$ cat config.mk
export PLATFORM = sky130hd
export DESIGN_NAME = load_extract_rv32i
export DESIGN_NICKNAME = d
export VERILOG_FILES = /design/src/rtl/wb_pkg.sv /design/src/rtl/load_extract_rv32i.sv
export SDC_FILE = /design/constraint.sdc
export NUM_CORES = 1
export LEC_CHECK = 0
export CORE_MARGIN = 2
export CORE_UTILIZATION = 30
export DETAILED_ROUTE_END_ITERATION = 16
export PLACE_DENSITY = 0.94
export SETUP_SLACK_MARGIN = 0.15
export SLEW_MARGIN = 20
export SYNTH_ARGS = -nofsm -noshare
export SYNTH_HDL_FRONTEND = slang
export SYNTH_SLANG_ARGS = --single-unit
$ cat constraint.sdc
create_clock -name vclk -period 1.71
set_input_delay 0.171 -clock vclk [all_inputs]
set_output_delay 0.171 -clock vclk [all_outputs]
set_load 0.02 [all_outputs]
$ cat src/rtl/wb_pkg.sv
// Shared constants for the rv32i write-back stage: load formats and FSM encoding.
package wb_pkg;

  localparam logic [2:0] F3_LB  = 3'b000;
  localparam logic [2:0] F3_LH  = 3'b001;
  localparam logic [2:0] F3_LW  = 3'b010;
  localparam logic [2:0] F3_LBU = 3'b100;
  localparam logic [2:0] F3_LHU = 3'b101;

  localparam logic [0:0] ST_IDLE      = 1'b0;
  localparam logic [0:0] ST_WAIT_LOAD = 1'b1;

endpackage

$ cat src/rtl/load_extract_rv32i.sv
// Combinational load alignment: selects the byte/half lane and sign- or zero-extends it.
module load_extract_rv32i
  import wb_pkg::*;
(
  input  logic [2:0]  funct3_i,
  input  logic [1:0]  addr_lo_i,
  input  logic [31:0] word_i,
  output logic [31:0] data_o
);

  logic [7:0]  byte_sel;
  logic [15:0] half_sel;

  always_comb begin
    byte_sel = word_i[7:0];
    case (addr_lo_i)
      2'd0: byte_sel = word_i[7:0];
      2'd1: byte_sel = word_i[15:8];
      2'd2: byte_sel = word_i[23:16];
      2'd3: byte_sel = word_i[31:24];
      default: byte_sel = word_i[7:0];
    endcase
  end

  // Half lane follows addr_lo[1] only; a misaligned LH reads the enclosing half.
  assign half_sel = addr_lo_i[1] ? word_i[31:16] : word_i[15:0];

  always_comb begin
    case (funct3_i)
      F3_LB:   data_o = {{24{byte_sel[7]}}, byte_sel};
      F3_LH:   data_o = {{16{half_sel[15]}}, half_sel};
      F3_LW:   data_o = word_i;
      F3_LBU:  data_o = {24'd0, byte_sel};
      F3_LHU:  data_o = {16'd0, half_sel};
      default: data_o = word_i;
    endcase
  end

endmodule

==> results_dict.tcl, run 1 <==
set metrics [dict create \
    outcome "finished, final reports clean" \
    max_slew.worst_pin.slew_ns 0.313 \
    starting_density_of_the_core_pct 32.4 \
    pre_cts_slack_ns -0.704 \
    share_of_synthesized_cell_area_in_and_or_nand_and_nor_gates_pct 36.0 \
    drt-vias-per-instance 5.60 \
    synth_compound_gate_area_share_pct 37.2 \
    fillers 105 \
    fin_setup_tns_ns 0 \
    setup_repair_after_global_routing_missed_its_margin "true" \
    grt.overflow.total 0 \
    antenna_cells_inserted 0 \
    fin_ws_ns 0.111 \
    syn_inst 110 \
    max-vdd-ir-drop_uv 230 \
    post-synth-top-count-cell "sky130_fd_sc_hd__nand2_1" \
    post_synth_mux_area_share_pct 17.1 \
    synth_xor_xnor_area_share_pct 0 \
    firstDrtPassIters 4 \
    floorplan.die.width_um 50.5 \
    synth_commonest_cells "sky130_fd_sc_hd__nand2_1 (48), sky130_fd_sc_hd__a22oi_1 (13), sky130_fd_sc_hd__o21ai_0 (9)" \
    yosys-top-cells-area "sky130_fd_sc_hd__nand2_1 (28%), sky130_fd_sc_hd__a22oi_1 (15%), sky130_fd_sc_hd__mux2_2 (12%)" \
    finalHoldViolations 0 \
    drt.antenna.violating_nets 0 \
    hold_path.class "in2out" \
    io_port_bufs 69 \
    postSynthNetCount 147 \
    worstSetupPathType "in2out" \
    post_synth_fa_ha_maj_area_fraction_pct 0 \
    finalWirelength_um 4080 \
    placementRows 16 \
    layout.sequential_cells 0 \
    globalRouteMet1Util_pct 31.1 \
    yosysTopAreaCellShare_pct 27.7 \
    stdcell_area_um2 1690 \
    max_cap_violations 0 \
    area_overhead_vs_synth_pct 160 \
    hold_path_depth 5 \
    grt_usage_pct 27.8 \
    design.core.area_um2 2000 \
    p_per_area_nw_per_um2 356 \
    num_io_pins 69 \
    finalCritPeriodShare_pct 93.5 \
    grt_pass1_wl_um 5670 \
    globalRouteMet3Util_pct 2.98 \
    placedInstanceArea_um2 1570 \
    max_slew_margin_pct 78.8 \
    timing.final.max_slew_violations 0 \
    main_combinational_cell_family_by_area_after_synthesis "compound AO/OA/AOI/OAI gates" \
    routedWlPerCell_um 17.8 \
    post_synth_num_cell_types 19 \
    nNetsFinal 242 \
    endpoint_kind "output pin" \
    cp.required_ns 1.54 \
    post_route_cells_drive_above_1_share_pct 49.3 \
    grt_pass1_vias 1250 \
    use_met2_pct 55.0 \
    synth.yosys.warnings 0 \
    p_leak_uw 0.000911 \
    detailedRoute.firstIterationViolations 49 \
    dp_hpwl_um 2550 \
    critical_path.startpoint_type "input pin" \
    setup_violations 0 \
    routed-via-count 1287 \
    gp_routability_congestion 0.777 \
    synth_sequential_area_ratio_pct 0 \
    mappedNetlistArea_um2 649 \
    ff_latch_area_um2 0 \
    grt_max_degree 17 \
    chip_height_um 50.5 \
    netlist.top_cell.by_area "sky130_fd_sc_hd__nand2_1" \
    die_area_um2 2550 \
    worst-path-max-fanout 8 \
    nClkBuffers 0 \
    synth_area_per_cell_um2 5.90 \
    critPathArrivalTime_ns 1.43 \
    final_period_minus_worst_setup_slack_ns 1.60 \
    grt_busiest_layer "met2" \
    fmax_mhz 625 \
    drt_drc_violations_left 0 \
    antenna_found_initial 0 \
]
## what timing repair did
item                       4_1_cts  5_1_grt
pin swaps                        3        8
gates cloned                     1        0
hold buffers                     0        0
resized for setup              214       37
setup endpoints to repair       32       27
setup buffers                    0        0
## critical path, stage by stage
cell and delay (ns):
sky130_fd_sc_hd__buf_8 0.08, sky130_fd_sc_hd__mux4_2 0.54, sky130_fd_sc_hd__nand3b_4 0.11, sky130_fd_sc_hd__o41a_4 0.19, sky130_fd_sc_hd__buf_12 0.16, sky130_fd_sc_hd__nand2_2 0.06, sky130_fd_sc_hd__buf_6 0.13
## area by class of cell
class              instances  area, um2  area share, %
inverters                  2       7.51          0.444
repair buffers           103        940           55.6
well taps                 27       33.8           2.00
multi-input cells         98        708           41.9
## kinds of logic (layout without fill, tap and decap cells)
logic type / after synthesis / count (layout)
muxes: 9 / 9
buffers and inverters: 12 / 105
AOI/OAI and AO/OA: 33 / 33
and+or+nand+nor: 56 / 56
## where the power goes
part | leakage [uW] | switching (uW) | internal [uW]
Clock | 0 | 0 | 0
Combinational | 0.000911 | 298 | 304
Sequential | 0 | 0 | 0
Total | 0.000911 | 298 | 304
## through the flow
stage                     hold slack, ns  cells  util [%]  power (uW)
final                              0.777    230      84.4         602
after CTS                          0.766    230      81.6         562
after global routing               0.802    230      84.4         630
after global placement              1.39    229      78.3         536
after floorplan                    0.508    110         -         236
after detailed placement            1.38    229      78.3         549
## layout by cell type, fill, tap and decap left out, types with 3 or more instances in the layout
cell                              count
sky130_fd_sc_hd__buf_6               22
sky130_fd_sc_hd__o21ai_0              9
sky130_fd_sc_hd__dlymetal6s2s_1       6
sky130_fd_sc_hd__nand2_4             12
sky130_fd_sc_hd__a22o_1               7
sky130_fd_sc_hd__nor2_1               3
sky130_fd_sc_hd__buf_4               31
sky130_fd_sc_hd__a22oi_1             11
sky130_fd_sc_hd__mux2_2               7
sky130_fd_sc_hd__nand2_1             34
sky130_fd_sc_hd__clkdlybuf4s50_1     22
sky130_fd_sc_hd__buf_2               15
## layer usage
| metal | up-vias | share of wire, % |
|---|---|---|
| met5 | - | 0 |
| met4 | 0 | 4.2 |
| li1 | 580 | - |
| met3 | 22 | 7.7 |
| met2 | 95 | 52 |
| met1 | 590 | 36 |
## final timing paths
check | startpoint | end
worst min-delay path | word_i[15] | data_o[15]
worst max-delay path | addr_lo_i[1] | data_o[25]
Power figures use the tool's default switching activity.
==> run 2: changes to the inputs <==
--- a/config.mk
+++ b/config.mk
@@ -12,3 +12,2 @@
 export SETUP_SLACK_MARGIN = 0.15
-export SLEW_MARGIN = 20
 export SYNTH_ARGS = -nofsm -noshare
==> constraint.sdc (replaced) <==
create_clock -name vclk -period 1.71
set_input_delay 0.171 -clock vclk [all_inputs]
set_output_delay 0.171 -clock vclk [all_outputs]
set_load 0.05 [all_outputs]
==> run 2 against run 1 <==
  * The flow now stops in clock tree synthesis
  * Synthesized area stayed put
  * Synthesized cell count unchanged
==> results_dict.tcl, run 2 <==
set metrics [dict create \
    synth.yosys.warnings 0 \
    syn_inst 110 \
    post_synth_mux_area_share_pct 17.1 \
    main_combinational_cell_family_by_area_after_synthesis "compound AO/OA/AOI/OAI gates" \
    post_synth_num_cell_types 19 \
    mappedNetlistArea_um2 649 \
    synth_compound_gate_area_share_pct 37.2 \
    synth_sequential_area_ratio_pct 0 \
    post-synth-top-count-cell "sky130_fd_sc_hd__nand2_1" \
    synth_xor_xnor_area_share_pct 0 \
    chip_height_um 50.5 \
    num_io_pins 69 \
    floorplan.die.width_um 50.5 \
    first-error "[ERROR DPL-0033] detailed placement checks failed during check placement." \
    starting_density_of_the_core_pct 32.4 \
    share_of_synthesized_cell_area_in_and_or_nand_and_nor_gates_pct 36.0 \
    postSynthNetCount 147 \
    yosysTopAreaCellShare_pct 27.7 \
    post_synth_fa_ha_maj_area_fraction_pct 0 \
    outcome "stopped before the end" \
    yosys-top-cells-area "sky130_fd_sc_hd__nand2_1 (28%), sky130_fd_sc_hd__a22oi_1 (15%), sky130_fd_sc_hd__mux2_2 (12%)" \
    post_cts.repair.setup_buffers 3 \
    io_port_bufs 69 \
    dp_hpwl_um 2970 \
    gp_routability_congestion 0.777 \
    failing_step "clock tree synthesis" \
    placementRows 16 \
    cts.hold.buffers_added 0 \
    post-place-cells 220 \
    post_cts_repair_resize_count 90 \
    pre_cts_slack_ns -0.462 \
    synth_commonest_cells "sky130_fd_sc_hd__nand2_1 (48), sky130_fd_sc_hd__a22oi_1 (13), sky130_fd_sc_hd__o21ai_0 (9)" \
    netlist.top_cell.by_area "sky130_fd_sc_hd__nand2_1" \
    synth_area_per_cell_um2 5.90 \
]
-- run 2: cell counts after synthesis --
No cell type changed its count.
-- run 2: logic make-up after synthesis --
group | count (synthesis)
AOI/OAI and AO/OA | 33
buffers and inverters | 12
muxes | 9
and+or+nand+nor | 56
-- run 2: per-stage QoR --
stage / TNS [ns] / instance area (um2) / hold WS [ns]
2_1_floorplan: 0 / 683 / 0.561
3_5_place_dp: -11.68 / 1670 / 1.02
3_3_place_gp: -9.17 / 1670 / 1.01
==> run 3: changes to the inputs <==
- CORE_AREA: not set -> 2 2 63 65
- CORE_MARGIN: 2 -> not set
- CORE_UTILIZATION: 30 -> not set
- DIE_AREA: not set -> 0 0 65 67
- PLACE_DENSITY: 0.94 -> not set
- PLACE_DENSITY_LB_ADDON: not set -> 0.15
- SETUP_SLACK_MARGIN: 0.15 -> not set
==> run 3 against run 2 <==
  * The flow now finishes without violations
==> results_dict.tcl, run 3 (synthesized netlist as in run 1, its figures left out) <==
set metrics [dict create \
    worstSetupPathType "in2out" \
    critPathArrivalTime_ns 1.50 \
    max-vdd-ir-drop_uv 163 \
    endpoint_kind "output pin" \
    path_delay_family "buffers and inverters" \
    timing.critical_path.slowest_stage_cell "sky130_fd_sc_hd__clkdlybuf4s50_1" \
    placementRows 22 \
    path_cells "clkdlybuf4s50_1, buf_4, nand3b_4, o41a_4, buf_12, nand2_4, buf_8" \
    antenna_found_initial 0 \
    finalCritPeriodShare_pct 98.0 \
    stdcell_area_um2 1820 \
    gp_routability_congestion 0.743 \
    grt_usage_pct 15.0 \
    ff_latch_area_um2 0 \
    grt_pass1_wl_um 5290 \
    pre_cts_slack_ns -0.378 \
    power.share.clock_pct 0 \
    comb_power_share_pct 100.0 \
    post-route-util_pct 50.5 \
    crit_buf_inv 4 \
    dp_hpwl_um 2560 \
    layout.sequential_cells 0 \
    drt.antenna.violating_nets 0 \
    area_overhead_vs_synth_pct 180 \
    hold_path.class "in2out" \
    worst-path-max-fanout 7 \
    worst_path_largest_cell_delay_ns 0.51 \
    fmax_mhz 597 \
    max_slew_margin_pct 78.9 \
    chip_height_um 67 \
    antenna_cells_inserted 0 \
    outcome "finished, final reports clean" \
    design_power_total_uw 859 \
    post_route_cells_drive_above_1_share_pct 44.8 \
    fin_ws_ns 0.0344 \
    mostFrequentLayoutCells "sky130_fd_sc_hd__nand2_1 (41), sky130_fd_sc_hd__clkdlybuf4s50_1 (29), sky130_fd_sc_hd__buf_4 (19)" \
    setup_repair_after_global_routing_missed_its_margin "false" \
    floorplan.die.width_um 65 \
    final_period_minus_worst_setup_slack_ns 1.68 \
    critical_path.startpoint_type "input pin" \
    p_per_area_nw_per_um2 472 \
    max_cap_violations 0 \
    timing.final.max_slew_violations 0 \
    routed-via-count 1126 \
    final_common_cell "sky130_fd_sc_hd__nand2_1" \
    finalHoldViolations 0 \
    detailedRoute.firstIterationViolations 11 \
    nClkBuffers 0 \
    starting_density_of_the_core_pct 18.0 \
    finalWirelength_um 3210 \
    power_switching_uw 457 \
    power_switching_share_pct 53.3 \
    nNetsFinal 231 \
    max_slew.worst_pin.slew_ns 0.317 \
    setup_violations 0 \
    design.core.area_um2 3610 \
    firstDrtPassIters 4 \
    grt_pass1_vias 1139 \
    grt_max_degree 18 \
    p_leak_uw 0.000877 \
    fin_setup_tns_ns 0 \
    cts.hold.buffers_added 0 \
    drt-vias-per-instance 4.69 \
    grt.overflow.total 0 \
    drt_drc_violations_left 0 \
    num_io_pins 69 \
    routedWlPerCell_um 13.4 \
    share_seq_of_total_power_pct 0 \
    die_area_um2 4360 \
    cp.required_ns 1.54 \
    placedInstanceArea_um2 1660 \
    io_port_bufs 69 \
    cell_internal_pwr_uw 402 \
]
run 3: repair_timing:
item,4_1_cts,5_1_grt
hold endpoints to repair,0,0
gates cloned,1,0
endpoints found under the setup margin,32,19
gates resized for setup,62,6
setup buffers,1,0
pin swaps,1,0
run 3: power by group through the flow:
| stage | clock network [uW] | logic [uW] | registers [uW] |
|---|---|---|---|
| detailed placement | 0 | 795 | 0 |
| CTS | 0 | 867 | 0 |
| global route | 0 | 901 | 0 |
| floorplan | 0 | 415 | 0 |
| global placement | 0 | 791 | 0 |
| finish | 0 | 859 | 0 |
run 3: cell type report:
class	count	area, um2
fillers	343	1790
inverters	2	7.51
multi-input cells	98	684
well taps	48	60.1
repair buffers	92	1070
run 3: worst paths after layout:
check | start | endpoint | slack (ns) | cells after the start
max | funct3_i[2] | data_o[20] | 0.03 | 7
min | word_i[7] | data_o[7] | 0.79 | 4
run 3: through the flow:
stage / cells / hold slack, ns
after global routing: 240 / 0.834
after CTS: 240 / 0.895
after detailed placement: 238 / 1.01
after floorplan: 110 / 0.561
final: 240 / 0.787
after global placement: 238 / 1.02
run 3: per-layer routing:
layer | global-route usage [%] | routed length (um) | up-vias
li1 | - | - | 564
met1 | 18.0 | 1320 | 518
met2 | 30.2 | 1650 | 44
met3 | 1.52 | 233 | 0
met4 | 0 | 0 | 0
met5 | 0 | 0 | -
==> run 4: changes to the inputs <==
- PLACE_DENSITY_LB_ADDON: 0.15 -> 0.12
==> run 4 against run 3 <==
  * Die area did not move
  * First-iteration DRC count rose to 2.6 times the previous value
  * Total power rose by 3.0%
  * Flip-flop and latch count did not move
  * Sequential share of layout area did not move
  * Critical path depth rose by 1
  * Critical path type unchanged
  * Critical endpoint is now data_o[19]
  * Largest power group unchanged
==> results_dict.tcl, run 4 (synthesized netlist as in run 1, its figures left out) <==
set metrics [dict create \
    outcome "finished, final reports clean" \
    p_leak_uw 0.000920 \
    placementRows 22 \
    critPathArrivalTime_ns 1.53 \
    max_slew.worst_pin.slew_ns 0.368 \
    die_area_um2 4360 \
    drt-vias-per-instance 4.78 \
    final_common_cell "sky130_fd_sc_hd__nand2_1" \
    hold_path_depth 4 \
    stdcell_area_um2 1910 \
    detailedRoute.firstIterationViolations 29 \
    finalHoldViolations 0 \
    p_per_area_nw_per_um2 462 \
    top_layer "met4" \
    placedInstanceArea_um2 1680 \
    nNetsFinal 234 \
    worstSetupPathType "in2out" \
    routedWlPerCell_um 13.9 \
    grt_pass1_vias 1171 \
    setup_repair_after_global_routing_missed_its_margin "true" \
    post-route-util_pct 53.1 \
    grt.overflow.total 0 \
    firstDrtPassIters 4 \
    routed-via-count 1162 \
    setup_violations 0 \
    mostFrequentLayoutCells "sky130_fd_sc_hd__nand2_1 (42), sky130_fd_sc_hd__clkdlybuf4s50_1 (28), sky130_fd_sc_hd__buf_4 (20)" \
    drt_drc_violations_left 0 \
    cp.required_ns 1.54 \
    max-vdd-ir-drop_uv 194 \
    io_port_bufs 69 \
    timing.hold.ws_ns 0.754 \
    design.core.area_um2 3610 \
    grt_pass1_wl_um 5450 \
    fin_setup_tns_ns 0 \
    grt_usage_pct 15.5 \
    worst-path-max-fanout 6 \
    fmax_mhz 589 \
    hold_path.class "in2out" \
    nClkBuffers 0 \
    num_io_pins 69 \
    post_route_cells_drive_above_1_share_pct 47.7 \
    area_overhead_vs_synth_pct 195 \
    max_cap_violations 0 \
    m1WireLength_um 1410 \
    finalWirelength_um 3370 \
    final_period_minus_worst_setup_slack_ns 1.70 \
    ff_latch_area_um2 0 \
    dp_hpwl_um 2690 \
    max_slew_margin_pct 75.4 \
    pre_cts_slack_ns -0.387 \
    gp_routability_congestion 0.725 \
    met2_wirelength_um 1660 \
    floorplan.die.width_um 65 \
    drt.antenna.violating_nets 0 \
    antenna_cells_inserted 0 \
    antenna_found_initial 0 \
    layout.sequential_cells 0 \
    grt_max_degree 14 \
    chip_height_um 67 \
    starting_density_of_the_core_pct 18.0 \
    fin_ws_ns 0.0120 \
    critical_path.startpoint_type "input pin" \
    endpoint_kind "output pin" \
    finalCritPeriodShare_pct 99.3 \
    timing.final.max_slew_violations 0 \
    dr_wl_met3_um 288 \
]
[run 4: cell types whose count changed in the layout (fill, tap and decap cells not counted), moves of 2 or more]
cell / delta
sky130_fd_sc_hd__buf_12: +2
sky130_fd_sc_hd__buf_6: +2
sky130_fd_sc_hd__clkbuf_2: -2
sky130_fd_sc_hd__clkdlybuf4s15_1: -2
[run 4: area by class of cell]
| cell class | count | area [um2] |
|---|---|---|
| fillers | 349 | 1690 |
| repair buffers | 95 | 1150 |
| multi-input cells | 98 | 688 |
| well taps | 48 | 60.1 |
| inverters | 2 | 11.3 |
[run 4: final timing paths]
| check | from | end | slack [ns] |
|---|---|---|---|
| min | word_i[7] | data_o[7] | 0.75 |
| max | addr_lo_i[1] | data_o[19] | 0.01 |
[run 4: repair_timing]
item,in CTS,in global routing
pin swaps,1,1
resized for setup,71,7
gates cloned,1,0
hold buffers,0,0
setup endpoints to repair,32,16
endpoints found under the hold margin,0,0
setup buffers,3,0
[run 4: metal layers]
| metal | global-route usage (%) | vias to the layer above |
|---|---|---|
| met5 | 0 | - |
| met4 | 1.06 | 0 |
| met3 | 3.55 | 2 |
| met2 | 27.7 | 53 |
| met1 | 19.6 | 537 |
| li1 | - | 570 |
[run 4: critical path, stage by stage]
cell                       delay (ns)
sky130_fd_sc_hd__buf_8           0.08
sky130_fd_sc_hd__mux4_2          0.54
sky130_fd_sc_hd__nand3b_4        0.11
sky130_fd_sc_hd__o41a_4          0.18
sky130_fd_sc_hd__buf_12          0.11
sky130_fd_sc_hd__buf_12          0.13
sky130_fd_sc_hd__nand2_4         0.05
sky130_fd_sc_hd__buf_8           0.14
[run 4: through the flow]
| stage | total power, uW | std cells |
|---|---|---|
| 2_1_floorplan | 415 | 110 |
| 3_3_place_gp | 797 | 239 |
| 3_5_place_dp | 804 | 239 |
| 4_1_cts | 886 | 243 |
| 5_1_grt | 929 | 243 |
| 6_report | 885 | 243 |
[run 4: power breakdown]
group          internal [uW]  switching, uW  total (uW)  leakage [uW]
Combinational            421            464         885      0.000920
Clock                      0              0           0             0
Sequential                 0              0           0             0
